$ cat src/rtl/panel_arranque.sv
// Start-button sequencer: synchronized, debounced press -> one-cycle ARRANQUE pulse with latched MODO.
// Define PANEL_ARRANQUE_FRENO_EN to add the brake interlock (INTENTOS counter, BLOQUEADO lockout, BLOQUEO).
module panel_arranque #(
    parameter int T_FILTRO     = 10,
    parameter int MAX_INTENTOS = 3,
    parameter int N            = 5
) (
    input  logic CLK,
    input  logic REINICIO,
    input  logic BOTON,
    input  logic SELECTOR,
    input  logic FRENO,
    output logic ARRANQUE,
    output logic MODO,
    output logic BLOQUEO
);
    // state     | meaning
    // REPOSO    | idle, waiting for the button
    // FILTRO    | counting consecutive pressed cycles
    // DISPARO   | one-cycle start pulse
    // SOLTAR    | waiting for a filtered release
    // BLOQUEADO | lockout after too many brake-less presses
    typedef enum logic [N-1:0] {
        REPOSO    = N'(1),
        FILTRO    = N'(2),
        DISPARO   = N'(4),
        SOLTAR    = N'(8),
        BLOQUEADO = N'(16)
    } estado_t;

    localparam logic [3:0] CNT_FIN = 4'(T_FILTRO - 1);

    estado_t    estado;
    logic [3:0] cnt;
    logic [3:0] cnt_inc;
    logic       boton_m, boton_s;
    logic       selector_m, selector_s;

`ifdef PANEL_ARRANQUE_FRENO_EN
    localparam logic [2:0] INT_FIN = 3'(MAX_INTENTOS - 1);

    logic       freno_m, freno_s;
    logic [2:0] intentos;

    always_ff @(posedge CLK or negedge REINICIO) begin
        if (!REINICIO) begin
            freno_m <= 1'b0;
            freno_s <= 1'b0;
        end else begin
            freno_m <= FRENO;
            freno_s <= freno_m;
        end
    end
`else
    localparam int MAX_INTENTOS_UNUSED = MAX_INTENTOS;
    logic freno_unused;
    assign freno_unused = FRENO;
`endif

    always_ff @(posedge CLK or negedge REINICIO) begin
        if (!REINICIO) begin
            boton_m    <= 1'b0;
            boton_s    <= 1'b0;
            selector_m <= 1'b0;
            selector_s <= 1'b0;
        end else begin
            boton_m    <= BOTON;
            boton_s    <= boton_m;
            selector_m <= SELECTOR;
            selector_s <= selector_m;
        end
    end

    // Saturating increment so a corrupted count can never wrap back into range.
    assign cnt_inc = (cnt == 4'hF) ? cnt : cnt + 4'd1;

    always_ff @(posedge CLK or negedge REINICIO) begin
        if (!REINICIO) begin
            estado   <= REPOSO;
            cnt      <= '0;
            MODO     <= 1'b0;
`ifdef PANEL_ARRANQUE_FRENO_EN
            intentos <= '0;
`endif
        end else begin
            case (estado)
                REPOSO: begin
                    cnt <= '0;
                    if (boton_s) estado <= FILTRO;
                end
                FILTRO: begin
                    if (!boton_s) begin
                        estado <= REPOSO;
                        cnt    <= '0;
                    end else if (cnt < CNT_FIN) begin
                        cnt <= cnt_inc;
                    end else begin
                        cnt <= '0;
`ifdef PANEL_ARRANQUE_FRENO_EN
                        if (freno_s) begin
                            estado   <= DISPARO;
                            MODO     <= selector_s;
                            intentos <= '0;
                        end else begin
                            intentos <= intentos + 3'd1;
                            estado   <= (intentos == INT_FIN) ? BLOQUEADO : SOLTAR;
                        end
`else
                        estado <= DISPARO;
                        MODO   <= selector_s;
`endif
                    end
                end
                DISPARO: begin
                    estado <= SOLTAR;
                    cnt    <= '0;
                end
                SOLTAR: begin
                    if (boton_s) begin
                        cnt <= '0;
                    end else if (cnt >= CNT_FIN) begin
                        estado <= REPOSO;
                        cnt    <= '0;
                    end else begin
                        cnt <= cnt_inc;
                    end
                end
`ifdef PANEL_ARRANQUE_FRENO_EN
                BLOQUEADO: estado <= BLOQUEADO;
`endif
                default: begin
                    estado <= REPOSO;
                    cnt    <= '0;
                end
            endcase
        end
    end

    assign ARRANQUE = (estado == DISPARO);

`ifdef PANEL_ARRANQUE_FRENO_EN
    assign BLOQUEO = (estado == BLOQUEADO);
`else
    assign BLOQUEO = 1'b0;
`endif

endmodule

$ cat config.mk
export PLATFORM = sky130hd
export DESIGN_NAME = panel_arranque
export DESIGN_NICKNAME = d
export VERILOG_FILES = /design/src/rtl/panel_arranque.sv
export SDC_FILE = /design/constraint.sdc
export NUM_CORES = 1
export LEC_CHECK = 0
export CAP_MARGIN = 20
export CORE_AREA = 2 2 39 41
export CTS_BUF_LIST = sky130_fd_sc_hd__clkbuf_8
export CTS_CLUSTER_DIAMETER = 50
export DETAILED_ROUTE_END_ITERATION = 10
export DIE_AREA = 0 0 41 43
export HOLD_SLACK_MARGIN = 0.06
export PLACE_DENSITY = 0.82
export SYNTH_ARGS = -nofsm -noshare
export SYNTH_HDL_FRONTEND = slang
export SYNTH_SLANG_ARGS = --single-unit
export TNS_END_PERCENT = 50
$ cat constraint.sdc
create_clock -name CLK -period 3.7 [get_ports CLK]
set_input_delay 1.11 -clock CLK [delete_from_list [all_inputs] [get_ports CLK]]
set_output_delay 1.11 -clock CLK [all_outputs]
set_load 0.1 [all_outputs]
* Word level (Yosys, flattened, before mapping) *
Index checks and enable logic that the tools add are counted.

cells by class
  add/subtract/negate cells = 1
  $mul = 0
  divide/modulo/power cells = 0
  order comparisons = 2
  equal/unequal tests = 9
  shifts and indexed selects = 0
  multiplexer cells = 12
  bitwise gates (word level) = 1
  reductions and logical operators = 2

operators by type and width
  cell                                                             number
  5-bit 2-to-1 mux                                                 5
  4-bit 2-to-1 mux                                                 5
  5-bit case mux with 4 select lines                               1
  4-bit case mux with 2 select lines                               1
  2-bit inequality test, second input constant                     3
  5-bit by 1-bit == test with 1-bit output, second input constant  1
  5-bit by 2-bit == test with 1-bit output, second input constant  1
  5-bit by 3-bit == test with 1-bit output, second input constant  1
  5-bit by 4-bit == test with 1-bit output, second input constant  1
  4-bit by 1-bit adder with 4-bit output, second input constant    1
  4-bit == test, second input constant                             1
  4-bit greater-or-equal comparator, second input constant         1
  4-bit less-than comparator, second input constant                1
  4-bit AND reduction                                              1
  3-bit inequality test, second input constant                     1
  3-bit AND reduction                                              1
  1-bit inverter                                                   1

storage, ports and cells
  register bits after elaboration = 14
  latch bits = 0
  memory bits (writable) = 0
  ROM bits = 0
  input bits = 5
  output and inout port bits = 3
  word-level logic and storage cells = 34
  memories = 0

* Depth between registers and ports, before layout *
  depth in word-level cells = 5
  gate-level depth with buffers = 6
  mapped depth without buffers = 6

* Least setup slack after synthesis *
OpenSTA, ideal clock, no wires.

  kind = register to output
  from = register estado[3]
  to = output port ARRANQUE
  arrival time = 2.684 ns
  required time = 2.590 ns
  slack = -0.094 ns
  cell stages (with the launch flop) = 4
  path buffers = 1
  cell sequence = dfrtp_1 > buf_4 > nand2b_1 > nor3_1

between the ends
  cells in the longest elaborated chain, start to end = 1

RTL lines
  what                                      line  text
  start, declared                           33    estado_t estado;
  start signal, assigned                    79    estado <= REPOSO;
  start signal, assigned                    89    if (boton_s) estado <= FILTRO;
  start signal, assigned                    93    estado <= REPOSO;
  5-bit by 3-bit == test with 1-bit output  139   assign ARRANQUE = (estado == DISPARO);
  end, declared                             13    output logic ARRANQUE,

No other way between the ends.

* Worst setup path after layout *
Ends and elaborated chain as after synthesis.

==> impl_metrics.env <==
export IMPL_outcome="finished, final reports clean"
export IMPL_crit_chain="nand2b_1 > nor3_2 > buf_4"
export IMPL_clock_fmax_mhz=409
export IMPL_worstReg2RegStart="estado[1]$_DFFE_PN0P_"
export IMPL_finalClockSkew_ns=0.00320
export IMPL_r2r_end="cnt[3]$_DFF_PN0_"
export IMPL_setup_viol=0
export IMPL_cp_top_family="flip-flops"
export IMPL_cts_buffers=3
export IMPL_hold_buffers=0
export IMPL_worst_slack_ns=1.26
export IMPL_multi_input_area_um2=358
export IMPL_cts_resized=0
export IMPL_clockRootBuffer="clkbuf_8"
export IMPL_arrival_ns=1.33
export IMPL_p_leak_nw=0.340
export IMPL_slew_violations=0
export IMPL_place_inst=83
export IMPL_ant_nets=0
export IMPL_coreArea_um2=1380
export IMPL_drc=0
export IMPL_crit_path_end_kind="output pin"
export IMPL_worst_ir_drop_vdd_uv=375
export IMPL_fin_cells=87
export IMPL_overflow=0
export IMPL_reg2regPathDepth=4
export IMPL_syn_mean_instance_area_um2=11.0
export IMPL_clk_latency_ns=0.23
export IMPL_tightest_slew_ns=0.536
export IMPL_routabilityCongestion=0.789
export IMPL_cp_slowest_cell="dfrtp_1"
export IMPL_maxCapViolCount=0
export IMPL_yosysSeqAreaShare_pct=45.0
export IMPL_wire_per_inst_um=11.8
export IMPL_syn_to_final_growth_pct=11.6
export IMPL_clk_pin_slew_ns=0.05
export IMPL_holdWs_ns=0.355
export IMPL_clock_sinks=13
export IMPL_synth_area_um2=726
export IMPL_cp_start_kind="flip-flop"
export IMPL_hold_violations=0
export IMPL_drive_gt1_share_pct=19.7
export IMPL_dp_hpwl_um=830
export IMPL_hold_path_class="reg -> reg"
export IMPL_dieHeight_um=43
export IMPL_fin_area_um2=810
export IMPL_pre_cts_ws_ns=1.50
export IMPL_power_density_nw_per_um2=469
export IMPL_vias_per_cell=5.60
export IMPL_critPathMaxStageDelay_ns=0.47
export IMPL_cts_tree="built"
export IMPL_r2r_slack_ns=1.96
export IMPL_cts_max_level=1
export IMPL_post_cts_setup_buffer_count=0
export IMPL_n_antenna_cell=0
export IMPL_dieArea_um2=1760
export IMPL_hold_path_depth=0
export IMPL_hold_start="boton_m$_DFF_PN0_"
export IMPL_register_area_um2=327
export IMPL_grt_setup_unrepaired="no"
export IMPL_synth_distinct_cells=30
export IMPL_clockBufferDepth=2
export IMPL_crit_fanout=8
export IMPL_drt_total_wl_um=1030
export IMPL_grt_pass1_wl_um=1860
export IMPL_synthCells=66
export IMPL_layout_nets=80
export IMPL_synth_seq_cells=13
export IMPL_yosysWarnings=0
export IMPL_start_util_pct=52.4
export IMPL_antenna_found_initial=0
export IMPL_min_to="boton_s$_DFF_PN0_"
export IMPL_dr_total_vias=487
export IMPL_first_iter_violations=2
export IMPL_crit_buf_inv=1
export IMPL_tns_ns=0
export IMPL_io_buffers=5
export IMPL_crit_type="reg -> out"
export IMPL_ios=8
export IMPL_slew_limit_headroom_pct=64.2
export IMPL_place_area_um2=764
export IMPL_worstPathRequired_ns=2.59
export IMPL_placementRows=14
export IMPL_grt_pass1_vias=447
export IMPL_gr_usage_all_layers_pct=15.5
export IMPL_min_period_ns=2.44
export IMPL_grt_max_degree=14
export IMPL_n_fill_cell=115
export IMPL_synth_nets=74
export IMPL_die_w_um=41
export IMPL_firstDrtPassIters=4
export IMPL_period_share_pct=66.0
## flip-flops by register name (all words and copies together), names as in the netlist
| signal | cells |
|---|---|
| boton_s | 1 |
| selector_m | 1 |
| selector_s | 1 |
| cnt | 4 |
| boton_m | 1 |
| estado | 4 |
| MODO | 1 |
## synthesized netlist by cell type
cell type	instances	area share (%)
a2bb2oi_1	2	2.4
dfrtp_1	12	41
nand3_1	2	1.4
o21ai_0	2	1.4
nand3b_1	2	2.1
nor3_1	2	1.4
and3_1	1	0.86
buf_4	2	2.1
or4bb_1	1	1.6
a211oi_1	2	2.1
conb_1	1	0.52
a211oi_2	1	1.7
nor2_1	7	3.6
a2111oi_4	1	3.8
nor2b_1	1	0.86
buf_2	1	0.69
dfstp_2	1	3.6
nand2b_1	3	2.6
xnor2_1	3	3.6
a21oi_1	3	2.1
mux2_1	1	1.6
ha_1	3	5.2
nor4b_2	1	2.1
nor3_2	1	1.4
buf_6	1	1.6
or4b_4	1	1.9
inv_1	4	2.1
o21ai_2	2	2.4
mux2i_1	1	1.4
or3_1	1	0.86
## cell usage in the layout (no fill, tap or decap), types with 2 or more instances in the layout
cell	instances
dfrtp_1	12
nor2_1	7
inv_1	5
nand2b_1	3
xnor2_1	3
a21oi_1	3
ha_1	3
clkbuf_8	3
clkdlybuf4s50_1	3
o21ai_2	2
nand3_1	2
nor3_2	2
o21ai_0	2
nand3b_1	2
a211oi_1	2
a2bb2oi_1	2
buf_4	2
## through the flow
stage	utilization (%)	total power, mW
6_report	58.5	0.380
5_1_grt	58.5	0.407
4_1_cts	58.5	0.387
3_5_place_dp	55.2	0.268
3_3_place_gp	55.2	0.265
2_1_floorplan	-	0.264
## routing by layer
layer  routed length (um)  track usage, %  part of all wire, %  vias up
met1                  451            20.0                   44      239
met2                  552            24.4                   54        7
met4                    0            8.00                    0        0
li1                     -               -                    -      241
met5                    0               0                    0        -
met3                   21            1.57                  2.0        0
## worst register-to-register path: cells and delay by family (launching register included)
kind / cells / cell delay, ns
flip-flops: 1 / 0.50
AND/OR/NAND/NOR: 1 / 0.57
AO/OA/AOI/OAI: 3 / 0.56
## area by class of cell
class / count / share of cell area (%)
clock buffers: 3 / 5.10
clock inverters: 1 / 0.464
inverters: 4 / 1.85
multi-input cells: 45 / 44.2
flip-flops and latches: 13 / 40.3
well taps: 16 / 2.47
repair buffers: 5 / 5.56
## how the worst max path moves through the flow
stage                                      from       end  slack, ns  depth (start not counted)
final                     estado[3]$_DFFE_PN0P_  ARRANQUE       1.26                          3
after global routing      estado[3]$_DFFE_PN0P_  ARRANQUE       1.19                          3
after CTS                 estado[3]$_DFFE_PN0P_  ARRANQUE       1.25                          3
after detailed placement  estado[3]$_DFFE_PN0P_  ARRANQUE       1.50                          3
after global placement    estado[3]$_DFFE_PN0P_  ARRANQUE       1.52                          3
after floorplan           estado[3]$_DFFE_PN0P_  ARRANQUE       0.76                          3
## where the power goes
part | leakage, nW | switching (mW) | internal (mW)
Clock | 0.0269 | 0.0429 | 0.0727
Combinational | 0.146 | 0.0314 | 0.0413
Sequential | 0.168 | 0.0318 | 0.160
## kinds of logic (layout without fill, tap and decap cells)
group	Yosys count	count (layout)	share of synthesized area, %
simple gates	23	23	20.5
mux	2	2	2.93
compound gates	13	13	15.9
fa+ha+maj	3	3	5.17
xor+xnor	3	3	3.62
other cells	1	1	0.517
buf+inv	8	13	6.38
flops	13	13	45.0
(Power assumes the default switching activity.)
